`src/rtl/cordic_phase_frontend.sv`:
```
// cordic_phase_frontend: full-circle phase reduction, CORDIC core handshake and quadrant correction
module cordic_phase_frontend #(
    parameter int TIMEOUT = 64
) (
    input  logic               clk,
    input  logic               rst,
    input  logic               in_valid,
    output logic               in_ready,
    input  logic [15:0]        phase_in,
    output logic               out_valid,
    input  logic               out_ready,
    output logic signed [15:0] cos_out,
    output logic signed [15:0] sin_out,
    output logic               err,
    output logic               core_start,
    output logic signed [15:0] core_angle,
    input  logic signed [15:0] core_cos,
    input  logic signed [15:0] core_sin,
    input  logic               core_valid
);
    localparam int CW = $clog2(TIMEOUT + 1);

    typedef enum logic [1:0] {IDLE, ISSUE, RELEASE, OUTPUT} state_t;

    state_t             state;
    logic [1:0]         q;
    logic [1:0]         qs;
    logic [CW-1:0]      cnt;
    logic signed [15:0] c_in, s_in, c_fix, s_fix;

    function automatic logic signed [15:0] neg(input logic signed [15:0] v);
        return (v == 16'sh8000) ? 16'sh7FFF : -v;
    endfunction

    assign in_ready  = state == IDLE;
    assign out_valid = state == OUTPUT;

    // One correction path serves the bypass, the core result and the timeout zero.
    always_comb begin
        qs    = (state == IDLE) ? phase_in[15:14] : q;
        c_in  = (state == IDLE) ? 16'sh7FFF : (core_valid ? core_cos : 16'sh0000);
        s_in  = (state == IDLE) ? 16'sh0000 : (core_valid ? core_sin : 16'sh0000);
        c_fix = (qs == 2'd0) ? c_in : (qs == 2'd1) ? neg(s_in) : (qs == 2'd2) ? neg(c_in) : s_in;
        s_fix = (qs == 2'd0) ? s_in : (qs == 2'd1) ? c_in : (qs == 2'd2) ? neg(s_in) : neg(c_in);
    end

    always_ff @(posedge clk or posedge rst) begin
        if (rst) begin
            state      <= IDLE;
            q          <= '0;
            cnt        <= '0;
            cos_out    <= '0;
            sin_out    <= '0;
            err        <= 1'b0;
            core_start <= 1'b0;
            core_angle <= '0;
        end else begin
            case (state)
                IDLE: if (in_valid) begin
                    q <= phase_in[15:14];
                    if (phase_in[13:0] == 14'd0) begin
                        cos_out <= c_fix;
                        sin_out <= s_fix;
                        state   <= OUTPUT;
                    end else begin
                        core_angle <= {1'b0, phase_in[13:0], 1'b0};
                        core_start <= 1'b1;
                        cnt        <= '0;
                        state      <= ISSUE;
                    end
                end
                ISSUE: if (core_valid) begin
                    cos_out    <= c_fix;
                    sin_out    <= s_fix;
                    core_start <= 1'b0;
                    state      <= RELEASE;
                end else if (cnt == CW'(TIMEOUT - 1)) begin
                    cos_out    <= c_fix;
                    sin_out    <= s_fix;
                    err        <= 1'b1;
                    core_start <= 1'b0;
                    state      <= OUTPUT;
                end else begin
                    cnt <= cnt + CW'(1);
                end
                // Wait for the core to drop valid so the next issue never sees a stale result.
                RELEASE: if (!core_valid) state <= OUTPUT;
                OUTPUT: if (out_ready) begin
                    err   <= 1'b0;
                    state <= IDLE;
                end
                default: state <= IDLE;
            endcase
        end
    end
endmodule

```
`config.mk`:
```
export PLATFORM = sky130hd
export DESIGN_NAME = cordic_phase_frontend
export DESIGN_NICKNAME = d
export VERILOG_FILES = /design/src/rtl/cordic_phase_frontend.sv
export SDC_FILE = /design/constraint.sdc
export NUM_CORES = 1
export LEC_CHECK = 0
export CAP_MARGIN = 20
export CORE_MARGIN = 4
export CORE_UTILIZATION = 42
export CTS_CLUSTER_SIZE = 10
export DETAILED_ROUTE_END_ITERATION = 8
export GPL_TIMING_DRIVEN = 0
export PLACE_DENSITY = 0.69
export SYNTH_ARGS = -nofsm -noshare
export SYNTH_HDL_FRONTEND = slang
export SYNTH_SLANG_ARGS = --single-unit
```
`constraint.sdc`:
```
create_clock -name clk -period 9.19 [get_ports clk]
set_input_delay 1.838 -clock clk [delete_from_list [all_inputs] [get_ports clk]]
set_output_delay 1.838 -clock clk [all_outputs]
set_load 0.01 [all_outputs]
```
=== Yosys cells after proc, flatten, opt, wreduce, memory -nomap -nowiden ===
Cells that the tools add are included.

* Bits in registers: 59
* Bits in latches: 0
* RAM bits: 0
* Memory bits (read-only): 0
* Bits of input ports: 53
* Output and inout bits: 52
* Word-level logic and storage cells: 85
* Memories: 0

* Add/sub/neg operators: 3
* $mul: 0
* Divide/modulo/power cells: 0
* Order comparisons: 0
* Equal/unequal tests: 17
* Shifts and indexed selects: 0
* Multiplexer cells: 44
* Bitwise gates (word level): 1
* Reductions and logical operators: 12

{| class="wikitable"
|+ Operator list
! cell !! number
|-
| $mux 16 || 20
|-
| $pmux 16 s2 || 2
|-
| $eq 16x16->1 const B || 2
|-
| $neg 16->16 || 2
|-
| $mux 7 || 4
|-
| $reduce_and 4->1 || 4
|-
| $logic_not 14->1 || 1
|-
| $mux 2 || 7
|-
| $pmux 7 s2 || 1
|-
| $ne 2x2->1 const B || 6
|-
| $pmux 2 s4 || 1
|-
| $add 7x1->7 const B || 1
|-
| $eq 7x6->1 const B || 1
|-
| $mux 1 || 7
|-
| $eq 2x2->1 const B || 3
|-
| $reduce_and 5->1 || 1
|-
| $eq 2x1->1 const B || 2
|-
| $logic_not 2->1 || 2
|-
| $ne 2x1->1 const B || 2
|-
| $pmux 1 s2 || 2
|-
| $reduce_bool 2->1 || 2
|-
| $ne 3x3->1 const B || 1
|-
| $reduce_and 3->1 || 1
|-
| $reduce_and 2->1 || 1
|-
| $not 1->1 || 1
|}

=== Longest topological paths before layout ===
Gate-level depths: netlist of the first run.

* Depth in word-level cells: 10
* Mapped depth: 15
* Mapped depth without buffers: 11

=== Worst setup path after synthesis of the first run ===
OpenSTA, ideal clock, no wires.

* Path type: input -> register
* Start point: in core_valid
* End point: reg cos_out[14]
* Setup time: 0.137 ns
* Arrival time: 4.231 ns
* Data required time: 9.053 ns
* Slack: 4.822 ns
* Stages on the path: 10
* Path buffers: 3
* Cells stage by stage: buf_2 > clkbuf_1 > buf_1 > a21oi_1 > ha_1 > nand4b_1 > nor4b_1 > mux2_2 > a221oi_1 > a21oi_1

* Longest elaborated chain between the ends: 10
* Elaborated cells on any way between the ends: 20
* Those cells by class: add/sub (2); eq/ne (3); mux (14); reduce/logical (1)

{| class="wikitable"
|+ RTL lines
! item !! line !! source
|-
| from (decl) || 19 || <nowiki>input logic core_valid</nowiki>
|-
| $mux 16 (2 in series) || 41 || <nowiki>c_in = (state == IDLE) ? 16'sh7FFF : (core_valid ? core_cos : 16'sh0000);</nowiki>
|-
| $neg 16->16 / $eq 16x16->1 (equally long branches) || 32 || <nowiki>return (v == 16'sh8000) ? 16'sh7FFF : -v;</nowiki>
|-
| $mux 16 || 32 ||
|-
| $mux 16 (3 in series) || 43 || <nowiki>c_fix = (qs == 2'd0) ? c_in : (qs == 2'd1) ? neg(s_in) : (qs == 2'd2) ? neg(c_in) : s_in;</nowiki>
|-
| $mux 16 (on tied branches) || 77, 61 ||
|-
| $mux 16 (on tied branches) || 72, 59 ||
|-
| $pmux 16 s2 || 58 || <nowiki>case (state)</nowiki>
|-
| to (signal assigned) || 62 || <nowiki>cos_out <= c_fix;</nowiki>
|-
| to (signal assigned) || 73 || <nowiki>cos_out <= c_fix;</nowiki>
|-
| to (signal assigned) || 78 || <nowiki>cos_out <= c_fix;</nowiki>
|-
| to (decl) || 12 || <nowiki>output logic signed [15:0] cos_out,</nowiki>
|}

Parallel ways exist; a longest one is shown, timed or not. The select of a mux whose other input is x is not followed.
A chain may end at the register's enable or synchronous reset.

=== Final worst setup path of the first run ===
Same ends and word-level chain as after synthesis.

==> qor.csv, run 1 <==
stage;metric;value;unit
run_status;status;finished clean;
pwr;VDD IR max;176.0;uV
floorplanning;die height;113.7;um
clock_network;worst skew pair latency;380;ps
logic_synthesis;most common cell in the netlist;nand2_1;
route;vias per inst;6.293;
clock_network;Clock Pin Slew Worst Setup and Hold Paths;70;ps
critical_path;Setup crit end;cos_out[14]$_DFFE_PP0P_;
global_routing;vias in the first global route;5209;
clock_network;H-tree levels;3;
sta;Max-slew headroom;25.43;%
floorplanning;Die X;113.7;um
sta;endpoints failing hold;0;
hold_path;Tightest Hold Check Type;register to register;
global_routing;initial antenna violation count;0;
logic_synthesis;Synth area leader;dfrtp_1;
critical_path;Worst Setup SP;core_valid;
final_layout;fraction of layout cells with a size suffix above 1;10.84;%
route;First-pass DRT Iterations;5;
route;drt initial violations;536;
logic_synthesis;sequential share of the synthesized area;31.47;%
critical_path;worst r2r dst;cos_out[14]$_DFFE_PP0P_;
route;Post-route DRC;0;
logic_synthesis;yosys warns;0;
logic_synthesis;top cells by area, synth;dfrtp_1 31%, a21oi_1 6.3%, nand2_1 5.0%;
sta;final-report setup violation count;0;
clock_network;CTS Hold Bufs;0;
logic_synthesis;Post-synth EDFFs;0;
placement;Final Wtd Congestion;0.9994;
logic_synthesis;share of flip-flops with an asynchronous set or reset;100.0;%
critical_path;reg2reg setup slack;4660;ps
logic_synthesis;main combinational cell family by area after synthesis;compound AO/OA/AOI/OAI gates;
global_routing;GR Util All Layers;30.00;%
final_layout;design area;6073;um^2
global_routing;largest net degree at the start of global routing;33;
logic_synthesis;Synth Cell Area;4692;um^2
placement;DP Wirelength;14.83;mm
global_routing;global route overflow;0;
clock_network;clock buffer count from CTS;9;
floorplanning;num rows;38;
sta;Final period util;55.37;%
final_layout;fin nets;749;
clock_network;CTS root buf;clkbuf_8;
floorplanning;initial core utilization;43.09;%
floorplanning;Core Area;10890;um^2
pwr;leak pwr;2.321;nW
route;post-DR wirelength/cell;23.10;um
critical_path;CP Capture Type;register;
sta;TNS Setup;0;ps
global_routing;first-pass GRT wire length;29.64;mm
sta;skew final;14.53;ps
logic_synthesis;Synth Area in Compound Gates;28.96;%
critical_path;Worst setup SP type;input port;
sta;Hold WS;476.8;ps
logic_synthesis;cell count after synthesis;577;
clock_network;clk buf depth;2;
clock_network;number of post-CTS setup repair buffers;0;
critical_path;Reg-to-Reg Start;state[0]$_DFFE_PP0P_;
final_layout;area grow syn2layout;29.44;%
logic_synthesis;adder-cell share of the synthesized area;2.133;%
logic_synthesis;top post-synthesis cells by count;62 x nand2_1, 59 x a21oi_1, 59 x dfrtp_1;
sta;Slew Limit Fails;0;
route;Post-DRT Antenna Nets;0;
sta;Slew @ Worst Pin;1113;ps
floorplanning;# IOs;105;
logic_synthesis;multiplexer share of the synthesized area;6.720;%
clock_network;TritonCTS clock tree;built;
run;MaxCap Viol Count;0;
sta;RSZ-0062 raised after global routing;no;
logic_synthesis;area share of the largest cell type after synthesis;31.47;%
pwr;PnR Total Power;2.109;mW
placement;IO buf count;98;
critical_path;critical path class;input port to register;
floorplanning;Die ar.;12930;um^2
sta;fmax;196.5;MHz
critical_path;crit-path max FO;10;
clock_network;CTS resizes;0;
critical_path;WP data arrival;5330;ps
logic_synthesis;Synth Area in XOR/XNOR;2.613;%
logic_synthesis;post-synthesis register bit count;59;
clock_network;Clock Sinks;59;
logic_synthesis;Post-Syn Area per Cell;8.132;um^2
critical_path;CP Data Required Time;9440;ps
final_layout;Antenna Cells;0;
pwr;power per cell area;347.2;nW/um^2
logic_synthesis;library cells used by synthesis;75;
logic_synthesis;Post-Synth Simple-Gate Area;22.59;%
placement;Post-Place Cell Area;5872;um^2
critical_path;worst reg-to-reg path cell count;14;
sta;Final Critical Period;5088;ps
route;WL final;19.22;mm
logic_synthesis;Synth Flop Type;dfrtp_1;
route;via count;5236;
-- worst max-delay path: stages --
cell	delay, ps
buf_2	170
clkbuf_1	270
buf_1	330
a21oi_1	570
ha_1	440
nand4b_1	430
nor4b_1	420
mux2_2	390
a221oi_1	350
a21oi_1	120
-- sequential cells by signal, indices dropped and copies added (netlist names) --
| name | count |
|---|---|
| cnt | 7 |
| core_angle | 14 |
| core_start | 1 |
| cos_out | 16 |
| err | 1 |
| q | 2 |
| sin_out | 16 |
| state | 2 |
-- layer usage --
layer / global-route usage [%] / wire length (um)
met1: 37.75 / 7800
met2: 46.56 / 8600
met3: 9.337 / 1877
met4: 14.82 / 941
met5: 0 / 0
-- stage by stage --
stage,cells,utilization [%],setup slack [ps]
after floorplan,578,-,4822
after global placement,816,53.75,3858
after detailed placement,817,53.93,3867
after CTS,832,55.78,4266
after global routing,832,55.78,3974
final,832,55.78,4102
-- report_power, final --
part           leakage, nW  internal [mW]  switching [mW]
Combinational         1.50          0.569           0.841
Clock               0.0974          0.138           0.118
Sequential           0.718          0.381          0.0625
Total                 2.32           1.09            1.02
-- how the worst min path moves through the flow --
stage / from / endpoint / slack, ps / cells after the start
final: sin_out[1]$_DFFE_PP0P_ / sin_out[1]$_DFFE_PP0P_ / 480 / 2
after global routing: sin_out[9]$_DFFE_PP0P_ / sin_out[9]$_DFFE_PP0P_ / 500 / 1
after CTS: sin_out[1]$_DFFE_PP0P_ / sin_out[1]$_DFFE_PP0P_ / 480 / 2
after detailed placement: sin_out[1]$_DFFE_PP0P_ / sin_out[1]$_DFFE_PP0P_ / 470 / 2
after global placement: cos_out[1]$_DFFE_PP0P_ / cos_out[1]$_DFFE_PP0P_ / 460 / 2
after floorplan: cnt[6]$_DFFE_PP0P_ / cnt[6]$_DFFE_PP0P_ / 500 / 1
-- cells by family after synthesis --
logic type / count (synthesis)
AND/OR/NAND/NOR: 204
other: 1
AO/OA/AOI/OAI: 206
flip-flops: 59
buffers and inverters: 56
multiplexers: 29
XOR/XNOR: 14
adder cells (fa/ha/maj): 8
-- cell usage in the layout, fill, tap and decap left out, types with 5 or more instances in the layout --
master,count
clkbuf_1,23
a211oi_1,6
buf_2,15
nor2b_1,5
o2111ai_1,5
xnor2_1,11
o211ai_1,7
mux2_2,20
nand4_1,9
inv_1,10
nor2_1,47
nand2_1,62
clkbuf_8,11
a21oi_1,59
mux2i_1,9
or3_1,9
a31oi_1,16
clkdlybuf4s50_1,98
ha_1,8
o31ai_1,10
a221oi_1,6
nand3_1,12
nand2b_1,8
nor4_1,7
o21ai_0,42
dfrtp_1,59
nor3_1,14
a22o_1,5
-- layout make-up --
type / instances / area [um^2]
Clock buffer: 11 / 151.4
Timing Repair Buffer: 99 / 1001
Tap cell: 140 / 175.2
Inverter: 11 / 41.29
Multi-Input combinational cell: 463 / 2964
Buffer: 45 / 214.0
Sequential cell: 59 / 1476
Clock inverter: 4 / 50.05
Fill cell: 1080 / 4815
(Power assumes the default switching activity.)
==> inputs of run 2 (changes only) <==
==> constraint.sdc (replaced) <==
create_clock -name clk -period 5 [get_ports clk]
set_input_delay 1 -clock clk [delete_from_list [all_inputs] [get_ports clk]]
set_output_delay 1 -clock clk [all_outputs]
set_load 0.01 [all_outputs]
==> run 2 against run 1 <==
Die area unchanged. Wire length decreased by 0.11%. Clock skew increased by 1.8 ps. Final area unchanged. Sequential cell count unchanged. Critical path depth increased by 4. Power increased by 84%. Register-to-register slack got worse by 4200 ps. Global-route usage increased by 0.067 points. Critical path type is now register to register. Critical endpoint unchanged. Highest routed layer unchanged.
==> qor.csv, run 2 (synthesized netlist as in run 1, its figures left out) <==
stage;metric;value;unit;change
run_status;status;finished clean;;unchanged
clock_network;worst skew pair latency;380;ps;about the same
global_routing;GR Util All Layers;30.06;%;was 30.00%
route;Post-route DRC;0;;unchanged
final_layout;area grow syn2layout;29.44;%;unchanged
route;via count;5271;;was 5236
sta;Final Critical Period;4512;ps;
critical_path;reg2reg setup slack;490;ps;was 4660 ps
floorplanning;num rows;38;;unchanged
clock_network;H-tree levels;3;;unchanged
clock_network;CTS root buf;clkbuf_8;;unchanged
sta;final-report setup violation count;0;;unchanged
pwr;net load switching power;1.875;mW;was 1.022 mW
critical_path;Worst setup SP type;register;;was input port
placement;IO buf count;98;;unchanged
route;First-pass DRT Iterations;5;;unchanged
global_routing;largest net degree at the start of global routing;33;;unchanged
run;MaxCap Viol Count;0;;unchanged
floorplanning;Core Area;10890;um^2;unchanged
clock_network;Clock Sinks;59;;unchanged
pwr;sequential power share;21.0;%;about the same
placement;DP Wirelength;14.83;mm;unchanged
sta;skew final;16.31;ps;was 14.53 ps
clock_network;TritonCTS clock tree;built;;unchanged
global_routing;global route overflow;0;;unchanged
floorplanning;# IOs;105;;unchanged
critical_path;Worst Setup SP;state[0]$_DFFE_PP0P_;;was core_valid
final_layout;commonest non-fill, non-tap cells in the layout;98 x clkdlybuf4s50_1, 62 x nand2_1, 59 x a21oi_1, 59 x dfrtp_1, 47 x nor2_1;;unchanged
critical_path;CP Capture Type;register;;unchanged
sta;PnR worst setup slack;488.2;ps;was 4102 ps
critical_path;WP data arrival;4760;ps;was 5330 ps
global_routing;initial antenna violation count;0;;unchanged
pwr;switch share;48.41;%;was 48.45%
critical_path;CP Data Required Time;5240;ps;was 9440 ps
route;drt initial violations;548;;was 536
pwr;Clk network pwr share;12.2;%;was 12.1%
sta;Max-slew headroom;27.47;%;was 25.43%
floorplanning;Die X;113.7;um;unchanged
pwr;power per cell area;637.8;nW/um^2;was 347.2 nW/um^2
route;post-DR wirelength/cell;23.07;um;was 23.10 um
global_routing;vias in the first global route;5204;;was 5209
sta;RSZ-0062 raised after global routing;no;;unchanged
sta;Final period util;90.24;%;
pwr;Pint;1.998;mW;was 1.087 mW
sta;Slew Limit Fails;0;;unchanged
floorplanning;initial core utilization;43.09;%;unchanged
clock_network;CTS Hold Bufs;0;;unchanged
final_layout;fraction of layout cells with a size suffix above 1;10.84;%;unchanged
sta;TNS Setup;0;ps;unchanged
clock_network;clk buf depth;2;;unchanged
final_layout;commonest non-fill, non-tap cell in the layout;clkdlybuf4s50_1;;unchanged
critical_path;worst r2r dst;cos_out[14]$_DFFE_PP0P_;;unchanged
pwr;VDD IR max;323.7;uV;was 176.0 uV
hold_path;Tightest Hold Check Type;register to register;;unchanged
route;vias per inst;6.335;;was 6.293
route;Post-DRT Antenna Nets;0;;unchanged
floorplanning;Die ar.;12930;um^2;unchanged
global_routing;first-pass GRT wire length;29.68;mm;was 29.64 mm
sta;Hold WS;478.5;ps;was 476.8 ps
critical_path;worst reg-to-reg path cell count;14;;unchanged
clock_network;number of post-CTS setup repair buffers;0;;unchanged
pwr;Comb pwr share;66.8;%;was 66.9%
critical_path;Setup crit end;cos_out[14]$_DFFE_PP0P_;;unchanged
critical_path;crit-path max FO;10;;unchanged
clock_network;Clock Pin Slew Worst Setup and Hold Paths;70;ps;about the same
final_layout;Top Registers;cos_out x16, sin_out x16, core_angle x14;;unchanged
route;WL final;19.20;mm;was 19.22 mm
pwr;leak pwr;2.321;nW;unchanged
sta;Slew @ Worst Pin;1083;ps;was 1113 ps
sta;fmax;221.6;MHz;
clock_network;clock buffer count from CTS;9;;unchanged
sta;endpoints failing hold;0;;unchanged
placement;Final Wtd Congestion;0.9994;;unchanged
placement;pre-CTS WS;514.8;ps;was 3867 ps
final_layout;Antenna Cells;0;;unchanged
critical_path;critical path class;register to register;;was input port to register
final_layout;fin nets;749;;unchanged
critical_path;Reg-to-Reg Start;state[0]$_DFFE_PP0P_;;unchanged
floorplanning;die height;113.7;um;unchanged
clock_network;CTS resizes;0;;unchanged
run 2: cell counts in the layout (fill, tap and decap cells not counted):
Identical to the previous run, type by type.
run 2: through the flow:
| step | area [um^2] | util [%] | cells | power [mW] |
|---|---|---|---|---|
| 2_1_floorplan | 4696 | - | 578 | 2.317 |
| 3_3_place_gp | 5852 | 53.75 | 816 | 3.340 |
| 3_5_place_dp | 5872 | 53.93 | 817 | 3.356 |
| 4_1_cts | 6073 | 55.78 | 832 | 3.835 |
| 5_1_grt | 6073 | 55.78 | 832 | 4.111 |
| 6_report | 6073 | 55.78 | 832 | 3.874 |
run 2: power by group through the flow:
stage | Clock, mW | Combinational (mW) | Sequential [mW]
floorplan | 0 | 1.42 | 0.901
global placement | 0 | 2.53 | 0.813
detailed placement | 0 | 2.53 | 0.823
finish | 0.471 | 2.59 | 0.814
global route | 0.492 | 2.77 | 0.847
CTS | 0.475 | 2.54 | 0.817
run 2: worst min path at each step:
stage / cells after the start / slack (ps) / endpoint / startpoint
after floorplan: 1 / 500 / cnt[6]$_DFFE_PP0P_ / cnt[6]$_DFFE_PP0P_
after global placement: 2 / 460 / cos_out[1]$_DFFE_PP0P_ / cos_out[1]$_DFFE_PP0P_
after detailed placement: 2 / 470 / sin_out[1]$_DFFE_PP0P_ / sin_out[1]$_DFFE_PP0P_
after CTS: 2 / 480 / sin_out[1]$_DFFE_PP0P_ / sin_out[1]$_DFFE_PP0P_
after global routing: 1 / 500 / sin_out[9]$_DFFE_PP0P_ / sin_out[9]$_DFFE_PP0P_
final: 2 / 480 / sin_out[1]$_DFFE_PP0P_ / sin_out[1]$_DFFE_PP0P_
run 2: cell type report:
class / instances / area (um^2)
inverters: 11 / 41.29
well taps: 140 / 175.2
fillers: 1080 / 4815
clock inverters: 4 / 50.05
flip-flops and latches: 59 / 1476
multi-input cells: 463 / 2964
plain buffers: 45 / 214.0
clock buffers: 11 / 151.4
repair buffers: 99 / 1001
run 2: worst max-delay path, cell delays in order (launching register included):
cell,delay (ps)
dfrtp_1,430
inv_1,110
ha_1,240
buf_6,150
buf_2,200
buf_2,220
buf_2,200
buf_2,200
a21oi_1,480
ha_1,430
nand4b_1,450
nor4b_1,430
mux2_2,390
a221oi_1,340
a21oi_1,120
run 2: per-layer routing:
layer  part of all wire (%)  GRT usage [%]
met3                     11          9.178
met5                      0              0
met1                     40          37.99
met4                    4.8          14.98
met2                     45          46.56
==> inputs of run 3 (changes only) <==
--- a/config.mk
+++ b/config.mk
@@ -6,12 +6,14 @@
 export NUM_CORES = 1
 export LEC_CHECK = 0
 export CAP_MARGIN = 20
+export CELL_PAD_IN_SITES_DETAIL_PLACEMENT = 1
+export CELL_PAD_IN_SITES_GLOBAL_PLACEMENT = 1
 export CORE_MARGIN = 4
-export CORE_UTILIZATION = 42
+export CORE_UTILIZATION = 38
 export CTS_CLUSTER_SIZE = 10
 export DETAILED_ROUTE_END_ITERATION = 8
 export GPL_TIMING_DRIVEN = 0
-export PLACE_DENSITY = 0.69
+export PLACE_DENSITY_LB_ADDON = 0.1
 export SYNTH_ARGS = -nofsm -noshare
 export SYNTH_HDL_FRONTEND = slang
 export SYNTH_SLANG_ARGS = --single-unit
==> run 3 against run 2 <==
Final area rose by 2.6%. First-iteration DRC count fell by 34%. Via count rose by 1.7%. Critical path type unchanged. Critical endpoint unchanged. Largest power group unchanged. Highest routed layer unchanged.
==> qor.csv, run 3 (synthesized netlist as in run 1, its figures left out) <==
stage;metric;value;unit;change
run_status;status;finished clean;;unchanged
critical_path;WP data arrival;4690;ps;was 4760 ps
clock_network;TritonCTS clock tree;built;;unchanged
critical_path;Worst Setup SP;state[0]$_DFFE_PP0P_;;unchanged
floorplanning;die height;119.1;um;was 113.7 um
sta;Slew @ Worst Pin;969.2;ps;was 1083 ps
clock_network;worst skew pair latency;350;ps;was 380 ps
critical_path;CP Capture Type;register;;unchanged
final_layout;Non-Filler Instances;862;;was 832
pwr;PnR Total Power;4.170;mW;was 3.874 mW
sta;final-report setup violation count;0;;unchanged
clock_network;CTS resizes;0;;unchanged
clock_network;Clock Sinks;59;;unchanged
final_layout;FF+latch area;1476;um^2;unchanged
final_layout;Top Registers;cos_out x16, sin_out x16, core_angle x14;;unchanged
floorplanning;num rows;40;;was 38
run;MaxCap Viol Count;0;;unchanged
critical_path;crit-path max FO;10;;unchanged
sta;RSZ-0062 raised after global routing;no;;unchanged
critical_path;Reg-to-Reg Start;state[0]$_DFFE_PP0P_;;unchanged
floorplanning;Die X;119.1;um;was 113.7 um
floorplanning;# IOs;105;;unchanged
sta;Final period util;89.75;%;was 90.24%
global_routing;largest net degree at the start of global routing;36;;was 33
critical_path;worst-path cell chain;inv_1 > ha_1 > buf_6 > buf_2 > buf_2 > buf_2 > buf_2 > a21oi_1 > ha_1 > nand4b_1 > nor4b_1 > mux2_2 > a221oi_1 > a21oi_1;;unchanged
critical_path;reg2reg setup slack;510;ps;was 490 ps
clock_network;number of post-CTS setup repair buffers;0;;unchanged
critical_path;slowest stage cell, crit path;nand4b_1;;was a21oi_1
final_layout;fin nets;750;;was 749
floorplanning;initial core utilization;38.90;%;was 43.09%
final_layout;Core Util, Final;51.65;%;was 55.78%
route;WL final;21.31;mm;was 19.20 mm
clock_network;clock buffer count from CTS;9;;unchanged
critical_path;critical path class;register to register;;unchanged
global_routing;GR Util All Layers;30.15;%;was 30.06%
route;drt initial violations;363;;was 548
clock_network;Clock Pin Slew Worst Setup and Hold Paths;60;ps;was 70 ps
final_layout;multi-input logic area;2964;um^2;unchanged
critical_path;Most common cell on crit path;buf_2;;unchanged
placement;IO buf count;98;;unchanged
critical_path;Worst setup SP type;register;;unchanged
pwr;VDD IR max;307.1;uV;was 323.7 uV
sta;TNS Setup;0;ps;unchanged
global_routing;vias in the first global route;5595;;was 5204
critical_path;Slowest Stage Delay on Critical Path;480;ps;about the same
final_layout;fraction of layout cells with a size suffix above 1;10.95;%;was 10.84%
global_routing;first-pass GRT wire length;33.00;mm;was 29.68 mm
sta;skew final;12.46;ps;was 16.31 ps
route;vias per inst;6.220;;was 6.335
global_routing;initial antenna violation count;0;;unchanged
sta;Slew Limit Fails;0;;unchanged
final_layout;Antenna Cells;0;;unchanged
route;Post-route DRC;0;;unchanged
global_routing;global route overflow;0;;unchanged
sta;fmax;222.8;MHz;was 221.6 MHz
critical_path;worst r2r dst;cos_out[14]$_DFFE_PP0P_;;unchanged
final_layout;fill count;1474;;was 1080
final_layout;commonest non-fill, non-tap cell in the layout;clkdlybuf4s50_1;;unchanged
clock_network;H-tree levels;3;;unchanged
pwr;power per cell area;669.3;nW/um^2;was 637.8 nW/um^2
hold_path;Tightest Hold Check Type;register to register;;unchanged
route;post-DR wirelength/cell;24.72;um;was 23.07 um
final_layout;commonest non-fill, non-tap cells in the layout;98 x clkdlybuf4s50_1, 62 x nand2_1, 59 x a21oi_1, 59 x dfrtp_1, 47 x nor2_1;;unchanged
final_layout;area grow syn2layout;32.77;%;was 29.44%
floorplanning;Die ar.;14190;um^2;was 12930 um^2
sta;endpoints failing hold;0;;unchanged
sta;Max-slew headroom;35.00;%;was 27.47%
clock_network;CTS Hold Bufs;0;;unchanged
floorplanning;Core Area;12060;um^2;was 10890 um^2
route;via count;5362;;was 5271
critical_path;CP Data Required Time;5200;ps;was 5240 ps
route;First-pass DRT Iterations;5;;unchanged
hold_path;Hold Crit Start;cos_out[13]$_DFFE_PP0P_;;was sin_out[1]$_DFFE_PP0P_
placement;dpl cells;845;;was 817
sta;Final Critical Period;4487;ps;was 4512 ps
critical_path;Setup crit end;cos_out[14]$_DFFE_PP0P_;;unchanged
critical_path;worst reg-to-reg path cell count;14;;unchanged
placement;DP Wirelength;16.35;mm;was 14.83 mm
route;Post-DRT Antenna Nets;0;;unchanged
clock_network;CTS root buf;clkbuf_16;;was clkbuf_8
sta;Hold WS;476.5;ps;was 478.5 ps
clock_network;clk buf depth;2;;unchanged
placement;Final Wtd Congestion;0.9662;;was 0.9994
pwr;leak pwr;2.376;nW;was 2.321 nW
## run 3: worst min path at each step
stage	endpoint	slack, ps	cells past startpoint
detailed placement	cos_out[13]$_DFFE_PP0P_	470	2
global placement	sin_out[9]$_DFFE_PP0P_	460	1
global route	cos_out[13]$_DFFE_PP0P_	500	2
CTS	cos_out[13]$_DFFE_PP0P_	480	2
floorplan	cnt[6]$_DFFE_PP0P_	500	1
finish	cos_out[13]$_DFFE_PP0P_	480	2
## run 3: worst max-delay path: cells and delay by family (launching register included)
family / cells / cell delay, ps
AOI/OAI and AO/OA: 3 / 850
adders and majority gates: 2 / 600
muxes: 1 / 410
and+or+nand+nor: 2 / 940
DFF: 1 / 440
buffers and inverters: 6 / 1090
## run 3: cell type report
class	instances	area share (%)
plain buffers	45	3.434
clock buffers	13	4.338
clock inverters	3	0.7230
inverters	11	0.6628
multi-input cells	463	47.58
flip-flops and latches	59	23.70
well taps	168	3.374
repair buffers	100	16.19
## run 3: stage by stage
stage	setup WS [ps]	cell area, um^2
after floorplan	1470	4696
after global routing	269.1	6230
final	512.6	6230
after CTS	593.7	6222
after detailed placement	450.7	5907
after global placement	461.0	5887
## run 3: metal layers
metal	global-route usage, %	part of all wire, %	vias to the layer above
met5	0	0	-
met4	14.27	4.2	0
met3	4.938	6.6	55
met2	50.34	48	266
met1	37.90	41	2655
li1	-	-	2386
## run 3: where the power goes
| group | switching, mW | internal [mW] |
|---|---|---|
| logic | 1.62 | 1.05 |
| registers | 0.125 | 0.701 |
| clock network | 0.247 | 0.427 |
| total | 1.99 | 2.18 |
